--- src/rtl/fp_norm_pack_seq_if.sv ---
// Handshake/bus bundle for the FP normalise/round/pack stage.
// Ports (slave = the stage): in_valid/in_ready + in_sign/in_exp/in_man/in_guard/in_sticky operand,
//   out_valid/out_ready + out_sign/out_exp/out_man packed result with overflow/underflow/zero flags.
interface fp_norm_pack_seq_if #(
  parameter int EXP_W = 8,
  parameter int MAN_W = 23
);
  // Operand side
  logic             in_valid;
  logic             in_ready;
  logic             in_sign;
  logic [EXP_W-1:0] in_exp;
  logic [MAN_W+1:0] in_man;     // [MAN_W+1] carry, [MAN_W] hidden, [MAN_W-1:0] fraction
  logic             in_guard;
  logic             in_sticky;

  // Result side
  logic             out_valid;
  logic             out_ready;
  logic             out_sign;
  logic [EXP_W-1:0] out_exp;
  logic [MAN_W-1:0] out_man;
  logic             overflow;
  logic             underflow;
  logic             zero;

  // Producer of operands / consumer of results
  modport master (
    output in_valid, in_sign, in_exp, in_man, in_guard, in_sticky, out_ready,
    input  in_ready, out_valid, out_sign, out_exp, out_man, overflow, underflow, zero
  );

  // The normalise/pack stage itself
  modport slave (
    input  in_valid, in_sign, in_exp, in_man, in_guard, in_sticky, out_ready,
    output in_ready, out_valid, out_sign, out_exp, out_man, overflow, underflow, zero
  );
endinterface

--- src/rtl/fp_norm_pack_seq.sv ---
// Purpose: normalise (right on carry, left one bit/cycle on cancellation), optionally round, and pack
//   an IEEE-style result with overflow/underflow/zero flags; tail of the FP adder datapath.
// Latency accept->out_valid: 1 (zero, overflow on carry), 2 (normalised, carry, denormal), 2+k (k left shifts).
// Backpressure: one op in flight; in_ready low from accept until the result handshake; DONE holds outputs.
// Ports: clk (rising edge), rst (synchronous, active high), bus (fp_norm_pack_seq_if.slave).
// Build option FP_ROUND_NEAREST_EN: round to nearest even in ROUND; when undefined ROUND truncates and
//   in_guard/in_sticky are ignored.
module fp_norm_pack_seq #(
  parameter int EXP_W = 8,
  parameter int MAN_W = 23
) (
  input  logic              clk,
  input  logic              rst,
  fp_norm_pack_seq_if.slave bus
);

  localparam logic [EXP_W-1:0] EXP_MAX = {EXP_W{1'b1}};
  localparam logic [EXP_W-1:0] EXP_ONE = EXP_W'(1);
  localparam logic [EXP_W-1:0] EXP_TWO = EXP_W'(2);

  typedef enum logic [1:0] {
    IDLE  = 2'd0,
    NORM  = 2'd1,
    ROUND = 2'd2,
    DONE  = 2'd3
  } state_t;

  state_t           state_q, state_d;

  // Working copy of the operation. The carry bit is folded away at accept, so the
  // working mantissa only needs hidden + fraction.
  logic             sign_q, sign_d;
  logic [EXP_W-1:0] exp_q, exp_d;
  logic [MAN_W:0]   man_q, man_d;
  logic             uf_q, uf_d;

  // Registered outputs
  logic             out_valid_q, out_valid_d;
  logic             out_sign_q, out_sign_d;
  logic [EXP_W-1:0] out_exp_q, out_exp_d;
  logic [MAN_W-1:0] out_man_q, out_man_d;
  logic             overflow_q, overflow_d;
  logic             underflow_q, underflow_d;
  logic             zero_q, zero_d;

  // Exponent after the carry right shift; one extra bit so wrap past all-ones is visible
  logic [EXP_W:0]   in_exp_inc;
  // Bit entering the mantissa LSB on each left shift
  logic             shift_in;

  assign in_exp_inc = {1'b0, bus.in_exp} + 1'b1;

`ifdef FP_ROUND_NEAREST_EN
  logic             guard_q, guard_d;
  logic             sticky_q, sticky_d;
  logic             round_up;
  logic [MAN_W+1:0] man_rnd;
  logic [EXP_W:0]   rnd_exp_inc;

  assign shift_in    = guard_q;
  // Nearest-even: a tie (guard set, nothing below) rounds up only when the LSB is odd
  assign round_up    = guard_q & (sticky_q | man_q[0]);
  assign man_rnd     = {1'b0, man_q} + {{(MAN_W+1){1'b0}}, round_up};
  assign rnd_exp_inc = {1'b0, exp_q} + 1'b1;
`else
  // Truncation never looks below the fraction LSB, and the hidden bit is not packed.
  logic             unused_trunc;

  assign shift_in     = 1'b0;
  assign unused_trunc = ^{bus.in_guard, bus.in_sticky, man_q[MAN_W]};
`endif

  assign bus.in_ready  = (state_q == IDLE) && !rst;
  assign bus.out_valid = out_valid_q;
  assign bus.out_sign  = out_sign_q;
  assign bus.out_exp   = out_exp_q;
  assign bus.out_man   = out_man_q;
  assign bus.overflow  = overflow_q;
  assign bus.underflow = underflow_q;
  assign bus.zero      = zero_q;

  always_comb begin
    state_d     = state_q;
    sign_d      = sign_q;
    exp_d       = exp_q;
    man_d       = man_q;
    uf_d        = uf_q;
`ifdef FP_ROUND_NEAREST_EN
    guard_d     = guard_q;
    sticky_d    = sticky_q;
`endif
    out_valid_d = out_valid_q;
    out_sign_d  = out_sign_q;
    out_exp_d   = out_exp_q;
    out_man_d   = out_man_q;
    overflow_d  = overflow_q;
    underflow_d = underflow_q;
    zero_d      = zero_q;

    case (state_q)
      IDLE: begin
        // rst forces the flops back to IDLE, so accepting here without looking at rst is safe
        if (bus.in_valid) begin
          sign_d = bus.in_sign;
          exp_d  = bus.in_exp;
          man_d  = bus.in_man[MAN_W:0];
          uf_d   = 1'b0;
`ifdef FP_ROUND_NEAREST_EN
          guard_d  = bus.in_guard;
          sticky_d = bus.in_sticky;
`endif
          if (bus.in_man == '0) begin
            out_valid_d = 1'b1;
            out_sign_d  = bus.in_sign;
            out_exp_d   = '0;
            out_man_d   = '0;
            overflow_d  = 1'b0;
            underflow_d = 1'b0;
            zero_d      = 1'b1;
            state_d     = DONE;
          end else if (bus.in_man[MAN_W+1]) begin
            man_d = bus.in_man[MAN_W+1:1];
`ifdef FP_ROUND_NEAREST_EN
            guard_d  = bus.in_man[0];
            sticky_d = bus.in_guard | bus.in_sticky;
`endif
            if (in_exp_inc >= {1'b0, EXP_MAX}) begin
              // Carry pushed the exponent to (or past) all-ones: saturate straight away
              out_valid_d = 1'b1;
              out_sign_d  = bus.in_sign;
              out_exp_d   = EXP_MAX;
              out_man_d   = '0;
              overflow_d  = 1'b1;
              underflow_d = 1'b0;
              zero_d      = 1'b0;
              state_d     = DONE;
            end else begin
              exp_d   = in_exp_inc[EXP_W-1:0];
              state_d = ROUND;
            end
          end else if (bus.in_man[MAN_W]) begin
            state_d = ROUND;
          end else if (bus.in_exp == '0) begin
            uf_d    = 1'b1;
            state_d = ROUND;
          end else begin
            state_d = NORM;
          end
        end
      end

      NORM: begin
        if (exp_q == EXP_ONE) begin
          // exp 1 with no hidden bit is already the denormal scale: re-encode as exp 0
          exp_d   = '0;
          uf_d    = 1'b1;
          state_d = ROUND;
        end else begin
          man_d = {man_q[MAN_W-1:0], shift_in};
`ifdef FP_ROUND_NEAREST_EN
          guard_d = 1'b0;
`endif
          exp_d = exp_q - 1'b1;
          // Look at the bit about to become hidden so the exit costs no extra cycle
          if (man_q[MAN_W-1]) begin
            state_d = ROUND;
          end else if (exp_q == EXP_TWO) begin
            // This shift lands on exp 1 still unnormalised: stop here as a denormal
            exp_d   = '0;
            uf_d    = 1'b1;
            state_d = ROUND;
          end
        end
      end

      ROUND: begin
        out_valid_d = 1'b1;
        out_sign_d  = sign_q;
        zero_d      = 1'b0;
        overflow_d  = 1'b0;
        state_d     = DONE;
`ifdef FP_ROUND_NEAREST_EN
        if (man_rnd[MAN_W+1]) begin
          // Fraction rolled over: mantissa becomes 1.0 one binade up
          out_man_d   = '0;
          underflow_d = 1'b0;
          if (rnd_exp_inc >= {1'b0, EXP_MAX}) begin
            out_exp_d  = EXP_MAX;
            overflow_d = 1'b1;
          end else begin
            out_exp_d = rnd_exp_inc[EXP_W-1:0];
          end
        end else if (uf_q && man_rnd[MAN_W]) begin
          // Denormal rounded up into the hidden bit: smallest normal
          out_exp_d   = EXP_ONE;
          out_man_d   = man_rnd[MAN_W-1:0];
          underflow_d = 1'b0;
        end else begin
          out_exp_d   = exp_q;
          out_man_d   = man_rnd[MAN_W-1:0];
          underflow_d = uf_q;
        end
`else
        out_exp_d   = exp_q;
        out_man_d   = man_q[MAN_W-1:0];
        underflow_d = uf_q;
`endif
      end

      DONE: begin
        if (bus.out_ready) begin
          out_valid_d = 1'b0;
          overflow_d  = 1'b0;
          underflow_d = 1'b0;
          zero_d      = 1'b0;
          state_d     = IDLE;
        end
      end

      default: begin
        state_d = IDLE;
      end
    endcase
  end

  always_ff @(posedge clk) begin
    if (rst) begin
      state_q     <= IDLE;
      sign_q      <= 1'b0;
      exp_q       <= '0;
      man_q       <= '0;
      uf_q        <= 1'b0;
`ifdef FP_ROUND_NEAREST_EN
      guard_q     <= 1'b0;
      sticky_q    <= 1'b0;
`endif
      out_valid_q <= 1'b0;
      out_sign_q  <= 1'b0;
      out_exp_q   <= '0;
      out_man_q   <= '0;
      overflow_q  <= 1'b0;
      underflow_q <= 1'b0;
      zero_q      <= 1'b0;
    end else begin
      state_q     <= state_d;
      sign_q      <= sign_d;
      exp_q       <= exp_d;
      man_q       <= man_d;
      uf_q        <= uf_d;
`ifdef FP_ROUND_NEAREST_EN
      guard_q     <= guard_d;
      sticky_q    <= sticky_d;
`endif
      out_valid_q <= out_valid_d;
      out_sign_q  <= out_sign_d;
      out_exp_q   <= out_exp_d;
      out_man_q   <= out_man_d;
      overflow_q  <= overflow_d;
      underflow_q <= underflow_d;
      zero_q      <= zero_d;
    end
  end

endmodule

--- src/flat_wrapper.sv ---
// flat-port wrapper written by rule: the top's interface ports become plain ports
module fp_norm_pack_seq_flat 
#(
  parameter int EXP_W = 8,
  parameter int MAN_W = 23
)
  (clk, rst, bus_in_valid, bus_in_sign, bus_in_exp, bus_in_man, bus_in_guard, bus_in_sticky, bus_out_ready, bus_in_ready, bus_out_valid, bus_out_sign, bus_out_exp, bus_out_man, bus_overflow, bus_underflow, bus_zero);
  fp_norm_pack_seq_if #(.EXP_W(EXP_W), .MAN_W(MAN_W)) bus_i ();
  input  logic clk;
  input  logic rst;
  input wire logic [$bits(bus_i.in_valid)-1:0] bus_in_valid;
  input wire logic [$bits(bus_i.in_sign)-1:0] bus_in_sign;
  input wire logic [$bits(bus_i.in_exp)-1:0] bus_in_exp;
  input wire logic [$bits(bus_i.in_man)-1:0] bus_in_man;
  input wire logic [$bits(bus_i.in_guard)-1:0] bus_in_guard;
  input wire logic [$bits(bus_i.in_sticky)-1:0] bus_in_sticky;
  input wire logic [$bits(bus_i.out_ready)-1:0] bus_out_ready;
  output wire logic [$bits(bus_i.in_ready)-1:0] bus_in_ready;
  output wire logic [$bits(bus_i.out_valid)-1:0] bus_out_valid;
  output wire logic [$bits(bus_i.out_sign)-1:0] bus_out_sign;
  output wire logic [$bits(bus_i.out_exp)-1:0] bus_out_exp;
  output wire logic [$bits(bus_i.out_man)-1:0] bus_out_man;
  output wire logic [$bits(bus_i.overflow)-1:0] bus_overflow;
  output wire logic [$bits(bus_i.underflow)-1:0] bus_underflow;
  output wire logic [$bits(bus_i.zero)-1:0] bus_zero;
  assign bus_i.in_valid = bus_in_valid;
  assign bus_i.in_sign = bus_in_sign;
  assign bus_i.in_exp = bus_in_exp;
  assign bus_i.in_man = bus_in_man;
  assign bus_i.in_guard = bus_in_guard;
  assign bus_i.in_sticky = bus_in_sticky;
  assign bus_i.out_ready = bus_out_ready;
  assign bus_in_ready = bus_i.in_ready;
  assign bus_out_valid = bus_i.out_valid;
  assign bus_out_sign = bus_i.out_sign;
  assign bus_out_exp = bus_i.out_exp;
  assign bus_out_man = bus_i.out_man;
  assign bus_overflow = bus_i.overflow;
  assign bus_underflow = bus_i.underflow;
  assign bus_zero = bus_i.zero;
  fp_norm_pack_seq #(.EXP_W(EXP_W), .MAN_W(MAN_W)) u_core (.clk(clk), .rst(rst), .bus(bus_i));
endmodule
--- config.mk ---
export PLATFORM = sky130hd
export DESIGN_NAME = fp_norm_pack_seq_flat
export DESIGN_NICKNAME = d
export VERILOG_FILES = /design/src/rtl/fp_norm_pack_seq_if.sv /design/src/rtl/fp_norm_pack_seq.sv /design/src/flat_wrapper.sv
export SDC_FILE = /design/constraint.sdc
export NUM_CORES = 1
export LEC_CHECK = 0
export BUFFER_PORTS_ARGS = -buffer_cell sky130_fd_sc_hd__buf_4
export CAP_MARGIN = 20
export CORE_MARGIN = 2
export CORE_UTILIZATION = 45
export CTS_CLUSTER_SIZE = 30
export DETAILED_ROUTE_END_ITERATION = 8
export GPL_TIMING_DRIVEN = 0
export PLACE_DENSITY_LB_ADDON = 0.05
export RECOVER_POWER = 50
export SLEW_MARGIN = 0
export SYNTH_ARGS = -nofsm -noshare
export SYNTH_HDL_FRONTEND = slang
export SYNTH_SLANG_ARGS = --single-unit
--- constraint.sdc ---
create_clock -name clk -period 3.1 [get_ports clk]
set_input_delay 0.31 -clock clk [delete_from_list [all_inputs] [get_ports clk]]
set_output_delay 0.31 -clock clk [all_outputs]
set_load 0.03 [all_outputs]
# Word level (Yosys, flattened, before mapping)
# Cells that the tools add are included.
# totals
reg_bits,71
wordCells,108
inputBits,40
out_inout_bits,37
# op_classes
n_eq_ne,13
n_reduce_logical,15
order_cmp,1
addsub,2
mux,65
# op_table
operator,count
2-to-1 mux 23 bit,8
case mux 23 bit (2 select lines),2
2-to-1 mux 8 bit,11
case mux 8 bit (2 select lines),2
2-to-1 mux 1 bit,26
zero test 25 bit,1
2-to-1 mux 2 bit,9
case mux 1 bit (3 select lines),4
adder 8 x 1 -> 9 bit (second input constant),1
>= comparator 9 x 8 -> 1 bit (second input constant),1
!= test 3 bit (second input constant),3
== test 8 x 1 -> 1 bit (second input constant),1
== test 8 x 2 -> 1 bit (second input constant),1
zero test 8 bit,1
case mux 2 bit (4 select lines),1
AND reduction 4 bit,2
subtractor 8 x 1 -> 8 bit (second input constant),1
!= test 2 bit (second input constant),3
AND reduction 3 bit,2
AND reduction 5 bit,1
== test 2 bit (second input constant),2
!= test 4 x 1 -> 1 bit (second input constant),1
case mux 1 bit (2 select lines),2
AND reduction 2 bit,2
other kinds (7),8

# Longest topological paths before layout
# logic_depth
word_depth,7
mapped_depth,10
ltp_nobuf,8

# Worst setup path before layout
# OpenSTA, ideal clock, no wires.
# synth_timing
path_type,input-to-reg
start,in bus_in_exp[0]
end,"reg u_core.out_man_q[10], in the netlist u_core.bus.out_man[10]"
path_stages,9
setup_slack_ps,1113
t_required_ps,2983
arrival_ps,1870
cell_sequence,inv_1 -> ha_1 -> nor2b_1 -> o311a_4 -> nand3_4 -> a21boi_2 -> o211a_4 -> buf_8 -> a22o_1
# synth_between
elab_chain_cells,4
# synth_lines
element,line,rtl
"start, declared",flat_wrapper.sv:13,input wire logic [$bits(bus_i.in_exp)-1:0] bus_in_exp;
adder 8 x 1 -> 9 bit,fp_norm_pack_seq.sv:51,"assign in_exp_inc = {1'b0, bus.in_exp} + 1'b1;"
>= comparator 9 x 8 -> 1 bit,fp_norm_pack_seq.sv:127,"if (in_exp_inc >= {1'b0, EXP_MAX}) begin"
!= test 3 bit (no line),n/a,
AND reduction 4 bit (no line),n/a,
"end signal, assigned",fp_norm_pack_seq.sv:257,out_man_q <= out_man_d;
"end, declared",fp_norm_pack_seq.sv:41,"logic [MAN_W-1:0] out_man_q, out_man_d;"
# No other way between the ends.
# A chain may end at the register's enable or synchronous reset.

# Worst setup path in the final report
# layout_timing
start,reg u_core.state_q[0]
end,reg u_core.man_q[0]
# layout_between
elab_chain_cells,3
elab_cells_between_ends,7
# layout_lines
element,line,rtl
"start, declared",fp_norm_pack_seq.sv:28,"state_t state_q, state_d;"
"start signal, assigned",fp_norm_pack_seq.sv:245,state_q <= state_d;
== test 2 x 1 -> 1 bit / zero test 2 bit (equally long branches),fp_norm_pack_seq.sv:100,case (state_q)
!= test 2 bit (no line) / nonzero test 2 bit (equally long branches),n/a,
AND reduction 3 bit (no line),n/a,
"end signal, assigned",fp_norm_pack_seq.sv:248,man_q <= man_d;
"end, declared",fp_norm_pack_seq.sv:34,"logic [MAN_W:0] man_q, man_d;"
# Parallel ways exist; a longest one is shown, timed or not.

==> impl_metrics.yaml <==
synth:
  synth.top_cell.area_share_pct: 38.0
  ys.flop_type: "dfxtp_1"
  syn_inst: 428
  netlist_area_sq_mm: 0.00374
  yosysUniqueCellTypes: 55
  syn_nets: 478
  synth.largest_area_cell: "dfxtp_1"
  syn_avg_cell_area_sq_um: 8.74
  ys_ff_latch: 71
  synth_sequential_area_ratio_pct: 38.0
  synth-async-reset-ratio_pct: 0
  synthTopCellsByCount: "dfxtp_1 (71), nand2_1 (56), a21oi_1 (45), mux2i_1 (29), o211ai_1 (24)"
  synth_edf_count: 0
  synth_area_leaders: "dfxtp_1 (38%), mux2i_1 (7.8%), a21oi_1 (6.0%), nand2_1 (5.6%), o211ai_1 (4.8%)"
  yosysWarnings: 0
  yosysMostFrequentCell: "dfxtp_1"
drt:
  drc: 0
  routed.top_layer: "met4"
  drt_wl_total_um: 9790
  postRouteAntennaNets: 0
  post_drt_wl_per_cell_um: 15.8
  route.met2.wl_um: 4210
  drt_iter0_markers: 256
  vias: 3406
  wl_met3_um: 450
  viasPerCell: 5.48
  drtPass1Iterations: 4
  wl_met1_um: 4990
layout:
  antennaDiodeCount: 0
  nets: 561
  nFillCells: 781
  multiInputGateArea_sq_mm: 0.00208
  regArea_sq_mm: 0.00142
  syn_to_final_growth_pct: 19.4
  fin_cells: 621
  drive_gt1_share_pct: 15.1
sta:
  maxSlewViolCount: 0
  relSlewSlack_pct: 54.5
  tns_ns: 0
  rsz0062_at_grt: "false"
  period_needed_ns: 2.47
  setup_violations: 0
  hold_viol: 0
  period_share_pct: 79.7
  timing.fmax_mhz: 405
  worst_pin_slew_ns: 0.676
  clock_skew_ns: 0.0132
worst_setup_path:
  required_ns: 3.32
  cp_slowest_stage_delay_ns: 0.44
  crit_path_end_kind: "flip-flop"
  path_max_fanout: 10
  slowest_stage: "clkbuf_1"
  arrival_ns: 2.69
  start_kind: "flip-flop"
  path_cells: "inv_1 -> ha_1 -> clkbuf_1 -> nand2_1 -> o21ai_2 -> nand2_1 -> clkbuf_1 -> a21oi_1 -> nor2_1"
  critPathKind: "flip-flop to flip-flop"
cts:
  numCtsBuffers: 9
  cts_tree: "built"
  cts-root-buf: "clkbuf_8"
  clk_latency_ns: 0.36
  cts.clk_slew.worst_paths_ns: 0.08
  cts_repair_resize_count: 0
  cts.sinks: 71
  htreeDepth: 3
  postCtsHoldBufs: 0
  cts_setup_buffers: 0
  clockBufferDepth: 2
global_route:
  grt_pass1_wl_um: 15600
  grt_overflow: 0
  grt_use_total_pct: 22.3
  antenna_found_initial: 0
  grt_max_degree: 14
  grt_pass1_vias: 3105
floorplanning:
  rows: 33
  core_sq_mm: 0.00813
  ios: 77
  die_w_um: 95.2
  start_util_pct: 46.0
  die_h_um: 95.2
  dieArea_sq_mm: 0.00906
placement:
  hpwl_um: 7180
  globalplace.congestion: 0.834
  dp.cells: 605
  portBuffers: 72
power:
  vdd_drop_max_v: 0.000373
  power_density_mw_per_mm2: 845
  p_leak_uw: 0.00177
outcome:
  status: "finished, final reports clean"
worst_hold_path:
  min_path_type: "input pin to flip-flop"
run:
  drv_cap: 0
==> critical path, delay by kind of cell, from the launching register on <==
family                   cells  cell delay [ns]
AND/OR/NAND/NOR              3             0.54
buffers and inverters        3             0.82
AO/OA/AOI/OAI                2             0.44
adder cells (fa/ha/maj)      1             0.17
flip-flops                   1             0.35
==> flip-flops by register name, indices dropped and copies added (netlist names) <==
name                  flops
u_core.state_q            2
u_core.bus.overflow       1
u_core.bus.zero           1
u_core.bus.out_exp        8
u_core.uf_q               1
u_core.bus.out_man       23
u_core.exp_q              8
u_core.bus.underflow      1
u_core.sign_q             1
u_core.bus.out_sign       1
u_core.man_q             23
u_core.bus.out_valid      1
==> final cells by class <==
type	count	area share, %
flip-flops and latches	71	31.8
inverters	20	1.68
well taps	105	2.94
multi-input cells	308	46.5
plain buffers	29	3.42
clock buffers	11	3.17
repair buffers	72	8.99
clock inverters	5	1.43
==> stage by stage <==
step	instance area, sq um	hold slack [ns]	power [uW]	setup WS (ns)	utilization, %
5_1_grt	4470	0.237	4040	0.351	54.9
6_report	4470	0.221	3770	0.631	54.9
3_5_place_dp	4410	0.449	3060	0.641	54.2
2_1_floorplan	3740	0.436	2570	1.11	-
4_1_cts	4620	0.221	3830	0.842	56.8
3_3_place_gp	4410	0.444	3030	0.669	54.2
==> power by group <==
part	switching [uW]	total [uW]	internal [uW]	leakage [uW]
clock	380	781	401	0.000101
combinational	1040	1640	592	0.00109
sequential	211	1360	1140	0.000579
total	1640	3770	2140	0.00177
==> worst paths after layout <==
check | startpoint | to | slack [ns] | depth (start not counted)
setup / recovery | u_core.state_q[0] | u_core.man_q[0] | 0.63 | 9
hold / removal | bus_in_sign | u_core.sign_q | 0.22 | 3
setup reg to reg | u_core.state_q[0] | u_core.man_q[0] | 0.63 | 9
hold reg to reg | u_core.bus.out_exp[7] | u_core.bus.out_exp[7] | 0.45 | 2
==> per-layer routing <==
metal	vias to the layer above	track usage [%]
met1	1579	33.8
met5	-	0
met2	86	31.6
li1	1728	-
met3	13	3.95
met4	0	7.13
==> placed cells by master (no fill, tap or decap), types with 2 or more instances in the layout <==
master | netlist | layout
buf_2 | 9 | 8
buf_4 | 1 | 36
nand2_1 | 56 | 56
nor2b_1 | 3 | 3
inv_1 | 20 | 20
buf_1 | 2 | 2
nor4_1 | 9 | 9
nand3_1 | 7 | 7
nor3_1 | 12 | 12
dfxtp_1 | 71 | 71
ha_1 | 10 | 10
inv_6 | 0 | 2
xor2_1 | 2 | 2
clkbuf_1 | 14 | 53
nand3b_1 | 2 | 2
o211ai_1 | 24 | 24
buf_8 | 2 | 2
nor2_1 | 18 | 18
a21oi_1 | 45 | 46
xnor2_1 | 8 | 8
a22o_2 | 3 | 3
a22o_1 | 20 | 20
clkbuf_8 | 0 | 10
mux2i_1 | 29 | 29
o22ai_1 | 5 | 5
nand4_1 | 2 | 2
nand2b_1 | 2 | 2
a31oi_1 | 5 | 5
o21ai_0 | 7 | 7
a211oi_1 | 11 | 11
and3_1 | 3 | 3
==> cell families after synthesis <==
family | Yosys count | share of synthesized area, %
xor gates and xnor gates | 10 | 2.34
DFF | 71 | 38.0
adders and majority gates | 10 | 3.35
AOI/OAI and AO/OA | 134 | 26.3
and+or+nand+nor | 124 | 15.9
buffers and inverters | 49 | 6.12
muxes | 30 | 8.06
No activity file was read; power rests on OpenSTA's default activity.
